===== config.mk =====
export PLATFORM = sky130hd
export DESIGN_NAME = atomrvcore_ifu_flat
export DESIGN_NICKNAME = d
export VERILOG_FILES = /design/src/rtl/atomrvcore_pkg.sv /design/src/rtl/atomrvcore_ifu_if.sv /design/src/rtl/atomrvcore_ifu_buf.sv /design/src/rtl/atomrvcore_ifu.sv /design/src/flat_wrapper.sv
export SDC_FILE = /design/constraint.sdc
export NUM_CORES = 1
export LEC_CHECK = 0
export ABC_AREA = 1
export CAP_MARGIN = 20
export CORE_MARGIN = 5
export CORE_UTILIZATION = 54
export CTS_CLUSTER_SIZE = 10
export DETAILED_ROUTE_END_ITERATION = 10
export MAX_ROUTING_LAYER = met4
export PLACE_DENSITY_LB_ADDON = 0.2
export SYNTH_ARGS = -nofsm -noshare
export SYNTH_HDL_FRONTEND = slang
export SYNTH_SLANG_ARGS = --single-unit
export TNS_END_PERCENT = 20

===== constraint.sdc =====
create_clock -name clk_i -period 9.7 [get_ports clk_i]
set_input_delay 2.91 -clock clk_i [delete_from_list [all_inputs] [get_ports clk_i]]
set_output_delay 2.91 -clock clk_i [all_outputs]
set_load 0.005 [all_outputs]

===== src/rtl/atomrvcore_pkg.sv =====
// Shared AtomRV core definitions: fetch FSM states, NOP encoding, base opcodes
// and the default reset vector used by the fetch unit and decode.
package atomrvcore_pkg;

    typedef enum logic [2:0] {
        S_RESET,
        S_REQ,
        S_WAIT,
        S_FULL,
        S_HALT
    } fetch_state_e;

    localparam logic [31:0] NOP_INSTR        = 32'h0000_0013;
    localparam logic [31:0] DEFAULT_RESET_PC = 32'h0000_0000;

    localparam logic [6:0] OPC_LUI    = 7'b0110111;
    localparam logic [6:0] OPC_AUIPC  = 7'b0010111;
    localparam logic [6:0] OPC_JAL    = 7'b1101111;
    localparam logic [6:0] OPC_JALR   = 7'b1100111;
    localparam logic [6:0] OPC_BRANCH = 7'b1100011;
    localparam logic [6:0] OPC_LOAD   = 7'b0000011;
    localparam logic [6:0] OPC_STORE  = 7'b0100011;
    localparam logic [6:0] OPC_OP_IMM = 7'b0010011;
    localparam logic [6:0] OPC_OP     = 7'b0110011;

endpackage


===== src/rtl/atomrvcore_ifu_if.sv =====
// Instruction-memory request/grant/response port between the fetch unit (master)
// and the instruction memory (slave).
interface atomrvcore_ifu_if #(
    parameter int DATAWIDTH = 32
);
    logic                 imem_req_o;
    logic [DATAWIDTH-1:0] imem_addr_o;
    logic                 imem_gnt_i;
    logic                 imem_rvalid_i;
    logic [DATAWIDTH-1:0] imem_rdata_i;

    modport master (
        output imem_req_o,
        output imem_addr_o,
        input  imem_gnt_i,
        input  imem_rvalid_i,
        input  imem_rdata_i
    );

    modport slave (
        input  imem_req_o,
        input  imem_addr_o,
        output imem_gnt_i,
        output imem_rvalid_i,
        output imem_rdata_i
    );
endinterface


===== src/rtl/atomrvcore_ifu_buf.sv =====
// Two-entry {PC, instruction} FIFO between instruction memory and decode.
// The head reads as NOP at PC 0 whenever the buffer is empty.
module atomrvcore_ifu_buf
    import atomrvcore_pkg::*;
#(
    parameter int DATAWIDTH = 32
) (
    input  logic                 clk_i,
    input  logic                 rst_i,
    input  logic                 push_i,
    input  logic [DATAWIDTH-1:0] push_pc_i,
    input  logic [DATAWIDTH-1:0] push_instr_i,
    input  logic                 pop_i,
    input  logic                 flush_i,
    output logic [DATAWIDTH-1:0] head_pc_o,
    output logic [DATAWIDTH-1:0] head_instr_o,
    output logic [1:0]           count_o,
    output logic                 full_o,
    output logic                 empty_o
);

    logic [DATAWIDTH-1:0] r_pc    [2];
    logic [DATAWIDTH-1:0] r_instr [2];
    logic                 r_rd_ptr;
    logic                 r_wr_ptr;
    logic [1:0]           r_count;

    // Simultaneous push and pop both take effect and leave the count unchanged.
    always_ff @(posedge clk_i) begin
        if (rst_i || flush_i) begin
            r_rd_ptr <= 1'b0;
            r_wr_ptr <= 1'b0;
            r_count  <= 2'd0;
        end else begin
            if (push_i) begin
                r_pc[r_wr_ptr]    <= push_pc_i;
                r_instr[r_wr_ptr] <= push_instr_i;
                r_wr_ptr          <= ~r_wr_ptr;
            end
            if (pop_i) begin
                r_rd_ptr <= ~r_rd_ptr;
            end
            case ({push_i, pop_i})
                2'b10:   r_count <= r_count + 2'd1;
                2'b01:   r_count <= r_count - 2'd1;
                default: r_count <= r_count;
            endcase
        end
    end

    assign count_o      = r_count;
    assign empty_o      = (r_count == 2'd0);
    assign full_o       = (r_count == 2'd2);
    assign head_pc_o    = empty_o ? '0 : r_pc[r_rd_ptr];
    assign head_instr_o = empty_o ? DATAWIDTH'(NOP_INSTR) : r_instr[r_rd_ptr];

endmodule


===== src/rtl/atomrvcore_ifu.sv =====
// AtomRV instruction fetch unit: one outstanding fetch, 2-entry buffer, decode redirects.
// Optional misaligned-target trap enabled by defining ATOMRVCORE_IFU_ALIGN_CHECK_EN.
module atomrvcore_ifu
    import atomrvcore_pkg::*;
#(
    parameter int                   DATAWIDTH = 32,
    parameter logic [DATAWIDTH-1:0] RESET_PC  = DATAWIDTH'(DEFAULT_RESET_PC),
    parameter int                   BUF_DEPTH = 2
) (
    input  logic                 clk_i,
    input  logic                 rst_i,
    atomrvcore_ifu_if.master     imem,
    output logic [DATAWIDTH-1:0] instr_o,
    output logic [DATAWIDTH-1:0] PC_o,
    output logic                 instr_valid_o,
    input  logic                 stall_i,
    input  logic                 BE_i,
    input  logic                 UJE_i,
    input  logic                 JALRE_i,
    input  logic [DATAWIDTH-1:0] PC_br_i,
    input  logic [DATAWIDTH-1:0] immed_i,
    input  logic [DATAWIDTH-1:0] jalr_base_i
`ifdef ATOMRVCORE_IFU_ALIGN_CHECK_EN
    ,
    output logic                 fetch_misalign_o
`endif
);

    fetch_state_e         r_state;
    logic [DATAWIDTH-1:0] r_pc;
    logic [DATAWIDTH-1:0] r_req_pc;
    logic                 r_outstanding;
    logic                 r_discard;
    logic                 r_req;

    logic                 w_redirect;
    logic [DATAWIDTH-1:0] w_br_target;
    logic [DATAWIDTH-1:0] w_jalr_sum;
    logic [DATAWIDTH-1:0] w_target_raw;
    logic [DATAWIDTH-1:0] w_target;
    logic                 w_halted;
    logic                 w_gnt_acc;
    logic                 w_rsp;
    logic                 w_push;
    logic                 w_pop;
    logic                 w_out_next;
    logic                 w_full;
    logic                 w_empty;
    logic                 w_room;
    logic [1:0]           w_count;
    logic [1:0]           w_count_next;
    logic [2:0]           w_occupancy;

    // JALR wins over JAL/branch; JAL and branch share the PC-relative formula.
    assign w_redirect   = BE_i | UJE_i | JALRE_i;
    assign w_br_target  = PC_br_i + {immed_i[DATAWIDTH-2:0], 1'b0};
    assign w_jalr_sum   = jalr_base_i + immed_i;
    assign w_target_raw = JALRE_i ? {w_jalr_sum[DATAWIDTH-1:1], 1'b0} : w_br_target;

`ifdef ATOMRVCORE_IFU_ALIGN_CHECK_EN
    logic r_misalign;
    logic w_misalign;
    assign w_target         = w_target_raw;
    assign w_misalign       = w_redirect & w_target_raw[1];
    assign w_halted         = (r_state == S_HALT);
    assign fetch_misalign_o = r_misalign;
`else
    assign w_target = w_target_raw & ~DATAWIDTH'(3);
    assign w_halted = 1'b0;
`endif

    // A response only counts while a fetch is in flight; redirects cancel push and pop.
    assign w_gnt_acc   = (r_state == S_REQ) && r_req && imem.imem_gnt_i;
    assign w_rsp       = imem.imem_rvalid_i && r_outstanding;
    assign w_push      = w_rsp && !r_discard && !w_redirect && !w_halted;
    assign w_pop       = !w_empty && !stall_i && !w_redirect;
    assign w_out_next  = w_gnt_acc || (r_outstanding && !imem.imem_rvalid_i);
    assign w_occupancy = {1'b0, w_count} + {2'b00, r_outstanding};
    assign w_room      = !w_full && (w_occupancy < 3'(BUF_DEPTH));

    always_comb begin
        w_count_next = w_count;
        if (w_redirect) begin
            w_count_next = 2'd0;
        end else if (w_push && !w_pop) begin
            w_count_next = w_count + 2'd1;
        end else if (!w_push && w_pop) begin
            w_count_next = w_count - 2'd1;
        end
    end

    // Requests stay low while a stale fetch is still in flight, keeping one transaction max.
    always_ff @(posedge clk_i) begin
        if (rst_i) begin
            r_state       <= S_RESET;
            r_pc          <= RESET_PC;
            r_req_pc      <= '0;
            r_outstanding <= 1'b0;
            r_discard     <= 1'b0;
            r_req         <= 1'b0;
`ifdef ATOMRVCORE_IFU_ALIGN_CHECK_EN
            r_misalign    <= 1'b0;
`endif
        end else begin
            r_outstanding <= w_out_next;
            if (w_redirect && w_out_next) begin
                r_discard <= 1'b1;
            end else if (w_rsp) begin
                r_discard <= 1'b0;
            end
            if (w_gnt_acc) begin
                r_req_pc <= r_pc;
            end

            if (w_halted) begin
                r_req <= 1'b0;
            end else if (w_redirect) begin
                r_pc    <= w_target;
                r_state <= S_REQ;
                r_req   <= !w_out_next;
`ifdef ATOMRVCORE_IFU_ALIGN_CHECK_EN
                if (w_misalign) begin
                    r_state    <= S_HALT;
                    r_req      <= 1'b0;
                    r_misalign <= 1'b1;
                end
`endif
            end else begin
                case (r_state)
                    S_RESET: begin
                        r_state <= S_REQ;
                        r_req   <= 1'b1;
                    end
                    S_REQ: begin
                        if (w_gnt_acc) begin
                            r_pc    <= r_pc + DATAWIDTH'(4);
                            r_state <= S_WAIT;
                            r_req   <= 1'b0;
                        end else if (!w_room) begin
                            r_state <= S_FULL;
                            r_req   <= 1'b0;
                        end else begin
                            r_req <= !w_out_next;
                        end
                    end
                    S_WAIT: begin
                        if (w_rsp) begin
                            if (w_count_next == 2'(BUF_DEPTH)) begin
                                r_state <= S_FULL;
                                r_req   <= 1'b0;
                            end else begin
                                r_state <= S_REQ;
                                r_req   <= 1'b1;
                            end
                        end
                    end
                    S_FULL: begin
                        if (w_pop) begin
                            r_state <= S_REQ;
                            r_req   <= 1'b1;
                        end
                    end
                    default: begin
                        r_state <= S_RESET;
                        r_req   <= 1'b0;
                    end
                endcase
            end
        end
    end

    atomrvcore_ifu_buf #(
        .DATAWIDTH(DATAWIDTH)
    ) u_buf (
        .clk_i        (clk_i),
        .rst_i        (rst_i),
        .push_i       (w_push),
        .push_pc_i    (r_req_pc),
        .push_instr_i (imem.imem_rdata_i),
        .pop_i        (w_pop),
        .flush_i      (w_redirect),
        .head_pc_o    (PC_o),
        .head_instr_o (instr_o),
        .count_o      (w_count),
        .full_o       (w_full),
        .empty_o      (w_empty)
    );

    assign instr_valid_o    = !w_empty;
    assign imem.imem_req_o  = r_req;
    assign imem.imem_addr_o = r_pc;

endmodule


===== src/flat_wrapper.sv =====
// flat-port wrapper written by rule: the top's interface ports become plain ports
module atomrvcore_ifu_flat import atomrvcore_pkg::*;
#(
    parameter int                   DATAWIDTH = 32,
    parameter logic [DATAWIDTH-1:0] RESET_PC  = DATAWIDTH'(DEFAULT_RESET_PC),
    parameter int                   BUF_DEPTH = 2
)
  (clk_i, rst_i, instr_o, PC_o, instr_valid_o, stall_i, BE_i, UJE_i, JALRE_i, PC_br_i, immed_i, jalr_base_i, imem_imem_req_o, imem_imem_addr_o, imem_imem_gnt_i, imem_imem_rvalid_i, imem_imem_rdata_i);
  atomrvcore_ifu_if #(.DATAWIDTH(DATAWIDTH)) imem_i ();
  input  logic clk_i;
  input  logic rst_i;
  output logic [DATAWIDTH-1:0] instr_o;
  output logic [DATAWIDTH-1:0] PC_o;
  output logic instr_valid_o;
  input  logic stall_i;
  input  logic BE_i;
  input  logic UJE_i;
  input  logic JALRE_i;
  input  logic [DATAWIDTH-1:0] PC_br_i;
  input  logic [DATAWIDTH-1:0] immed_i;
  input  logic [DATAWIDTH-1:0] jalr_base_i;
  output wire logic [$bits(imem_i.imem_req_o)-1:0] imem_imem_req_o;
  output wire logic [$bits(imem_i.imem_addr_o)-1:0] imem_imem_addr_o;
  input wire logic [$bits(imem_i.imem_gnt_i)-1:0] imem_imem_gnt_i;
  input wire logic [$bits(imem_i.imem_rvalid_i)-1:0] imem_imem_rvalid_i;
  input wire logic [$bits(imem_i.imem_rdata_i)-1:0] imem_imem_rdata_i;
  assign imem_imem_req_o = imem_i.imem_req_o;
  assign imem_imem_addr_o = imem_i.imem_addr_o;
  assign imem_i.imem_gnt_i = imem_imem_gnt_i;
  assign imem_i.imem_rvalid_i = imem_imem_rvalid_i;
  assign imem_i.imem_rdata_i = imem_imem_rdata_i;
  atomrvcore_ifu #(.DATAWIDTH(DATAWIDTH), .RESET_PC(RESET_PC), .BUF_DEPTH(BUF_DEPTH)) u_core (.clk_i(clk_i), .rst_i(rst_i), .imem(imem_i), .instr_o(instr_o), .PC_o(PC_o), .instr_valid_o(instr_valid_o), .stall_i(stall_i), .BE_i(BE_i), .UJE_i(UJE_i), .JALRE_i(JALRE_i), .PC_br_i(PC_br_i), .immed_i(immed_i), .jalr_base_i(jalr_base_i));
endmodule

==> metrics.txt <==
outcome=finished, final reports clean; Data required, critical path=10.08 ns; post-synthesis cell count=1780; Syn Std Cell Area=about 13000 sq um; post-synth top area share=29.0%; RSZ-0062 raised after global routing=false; Die Span Y=around 160 microns; f_max=170 MHz; Post-CTS Setup Inserts=0; met1 Track Usage GR=37.2%; Post-synth EDFFs=124; clock buffer depth=2; WP data arrival=6.26 ns; skew final=0.0178 ns; # clock sinks=194; RePlAce Congestion=1.02; Synth area leaders=edfxtp_1, nand2_1, dfxtp_1; first-pass GRT wire length=61200 microns; CTS resizes=0; I/O pins=234; Setup Crit Path Kind=primary input to flip-flop; Row Count=56; vias=12721; GR peak layer=met2; P&R area growth vs syn=24.7%; Yosys reg bits=194; Ys Warns=0; Pre-antenna DRT Iters=5; DRC=0; clk root buf=clkbuf_16; Synth area leader=edfxtp_1; Max Cap Viol=0; r2r endpoint=u_core.imem.imem_addr_o[9]$_SDFFE_PP0P_; Min-Delay Path Class=flip-flop to flip-flop; Die Width=164 microns; WL/cell=17.0 microns; antenna violations before repair=0; hpwl dp=roughly 30000 microns; hold_sp=u_core.r_req_pc[25]$_SDFFE_PP0P_; Vias/cell=between 5 and 6; Final Critical Period=5.88 ns; total wire length=39300 microns; Min-Delay Endpoint=u_core.u_buf.r_pc[1][25]$_DFFE_PP_; most frequent cells after synthesis=nand2_1, nor2_1, inv_1; asr flop ratio synth=0%; Final Util=between 60 and 70%; FF-to-FF path depth=11; sequential-to-total area share from yosys stat=approximately 40%; most common flop cell mapped by yosys=edfxtp_1; largest net degree at the start of global routing=64; worst vdd ir=116 uV; Leakage Power=7.09 nW; CTS Buf Count=17; Iter 0 DRT Violations=approximately 1100; Power Density=132 nW/um^2; hold buffer count at cts=0; critical path launch point=JALRE_i; vias in the first global route=about 12000; grt met3 use=under 10%; flop2flop setup slack=between 6 and 7 ns; # H-tree levels=4; grt total ovfl=0; Initial Utilization=a little over half; slew margin rel.=between 30% and 40%; Die ar.=~27000 sq um; Clock Latency Late Sink=0.43 ns; Worst-path clk slew=roughly 0.080 ns; All-Layer GR Usage=between 20% and 30%; R2R Path Start=u_core.r_state[1]$_SDFFE_PP0P_; hold path depth=0; # fillers=~2000; antenna diode count=0; CTS tree=built; Final setup viols=0; share of cells above drive strength 1=about 3.5%; Worst Setup End Kind=flip-flop; Worst-Margin Slew=0.947 ns; count of port buffers added during placement=228; final period utilization=60.7%; Post-Syn Area per Cell=7.20 sq um; Worst Path Max Fanout=41; most numerous cell in the Yosys netlist=nand2_1; nature of the critical path startpoint=primary input; Hold Violations, Final=0; Total Power=2.11 mW; Final ANT Viol Nets=0; core area=between 20000 and 25000 sq um; post-synthesis cell type count=52; Max Slew Vio Count=0; nets=2194; met2 Use GR=about half; setup_tns=0 ns
[worst max-delay path: stages]
cell and delay [ns]:
clkdlybuf4s50_1 0.45, buf_4 0.41, nor3_2 0.09, buf_4 0.23, inv_2 0.56, nor2_1 0.13, inv_1 0.21, ha_1 0.22
inv_1 0.05, ha_1 0.27, nor2_1 0.04, o211ai_1 0.07, nand2_1 0.10, o311ai_0 0.29, nand3_1 0.12, inv_1 0.07
[per-stage QoR]
stage,instances,area [sq um],hold slack (ns),worst slack [ns]
global route,2320,16000,0.465,3.58
global placement,2287,15400,0.426,3.47
floorplan,1783,12800,0.420,1.45
detailed placement,2287,15400,0.436,3.40
finish,2320,16000,0.448,3.82
CTS,2319,16000,0.449,3.85
[state kept, by name, indices dropped and copies added (netlist names), named ones only]
signal,count
u_core.r_state,2
u_core.imem.imem_req_o,1
u_core.imem.imem_addr_o,30
u_core.r_outstanding,1
u_core.u_buf.count_o,2
u_core.r_req_pc,30
u_core.u_buf.r_rd_ptr,1
u_core.u_buf.r_instr,64
u_core.u_buf.r_wr_ptr,1
u_core.u_buf.r_pc,60
u_core.r_discard,1
[worst max path at each step]
stage | end | slack [ns]
2_1_floorplan | u_core.u_buf.r_instr[0][0]$_DFFE_PP_ | 1.45
3_3_place_gp | u_core.imem.imem_req_o$_SDFFE_PP0P_ | 3.47
3_5_place_dp | u_core.imem.imem_req_o$_SDFFE_PP0P_ | 3.40
4_1_cts | u_core.imem.imem_req_o$_SDFFE_PP0P_ | 3.85
5_1_grt | u_core.imem.imem_req_o$_SDFFE_PP0P_ | 3.58
6_report | u_core.imem.imem_req_o$_SDFFE_PP0P_ | 3.82
[cell usage in the layout (no fill, tap or decap), types with 4 or more instances in the layout]
| cell | n |
|---|---|
| a211oi_1 | 4 |
| a21boi_0 | 4 |
| a21o_1 | 4 |
| a21oi_1 | 127 |
| buf_4 | 7 |
| clkbuf_16 | 17 |
| clkdlybuf4s50_1 | 228 |
| clkinv_8 | 5 |
| conb_1 | 4 |
| dfxtp_1 | 69 |
| edfxtp_1 | 124 |
| ha_1 | 69 |
| inv_1 | 223 |
| inv_2 | 6 |
| inv_8 | 4 |
| nand2_1 | 422 |
| nand3_1 | 113 |
| nand3b_1 | 11 |
| nand4_1 | 26 |
| nor2_1 | 252 |
| nor3_1 | 19 |
| nor3_2 | 5 |
| nor3_4 | 4 |
| o211ai_1 | 6 |
| o21ai_0 | 166 |
| o21bai_1 | 12 |
| xnor2_1 | 6 |
| xor2_1 | 12 |
[layout make-up]
class / instances / area [sq um] / share of cell area (%)
repair buffers: 236 / 2350 / 14.7
clock inverters: 14 / 178 / 1.11
well taps: 319 / 399 / 2.50
inverters: 231 / 870 / 5.44
flip-flops and latches: 194 / 5130 / 32.1
clock buffers: 18 / 429 / 2.68
multi-input cells: 1308 / 6640 / 41.5
[report_power, final]
| part | total [mW] | switching [mW] | internal, mW |
|---|---|---|---|
| sequential | 0.929 | 0.0318 | 0.897 |
| combinational | 0.469 | 0.281 | 0.188 |
| clock | 0.712 | 0.359 | 0.353 |
[cell families after synthesis]
kind of cell / synth area share (%)
buffers and inverters: 8.45
flip-flops: 40.0
other: 0.0292
adder cells (fa/ha/maj): 6.89
XOR/XNOR: 1.23
AND/OR/NAND/NOR: 29.1
AO/OA/AOI/OAI: 14.4
[metal layers]
metal	up-vias	wire length [microns]
li1	6333	-
met1	5789	16200
met2	506	18800
met3	93	2710
met4	0	1610
met5	-	0
(Power assumes the default switching activity.)
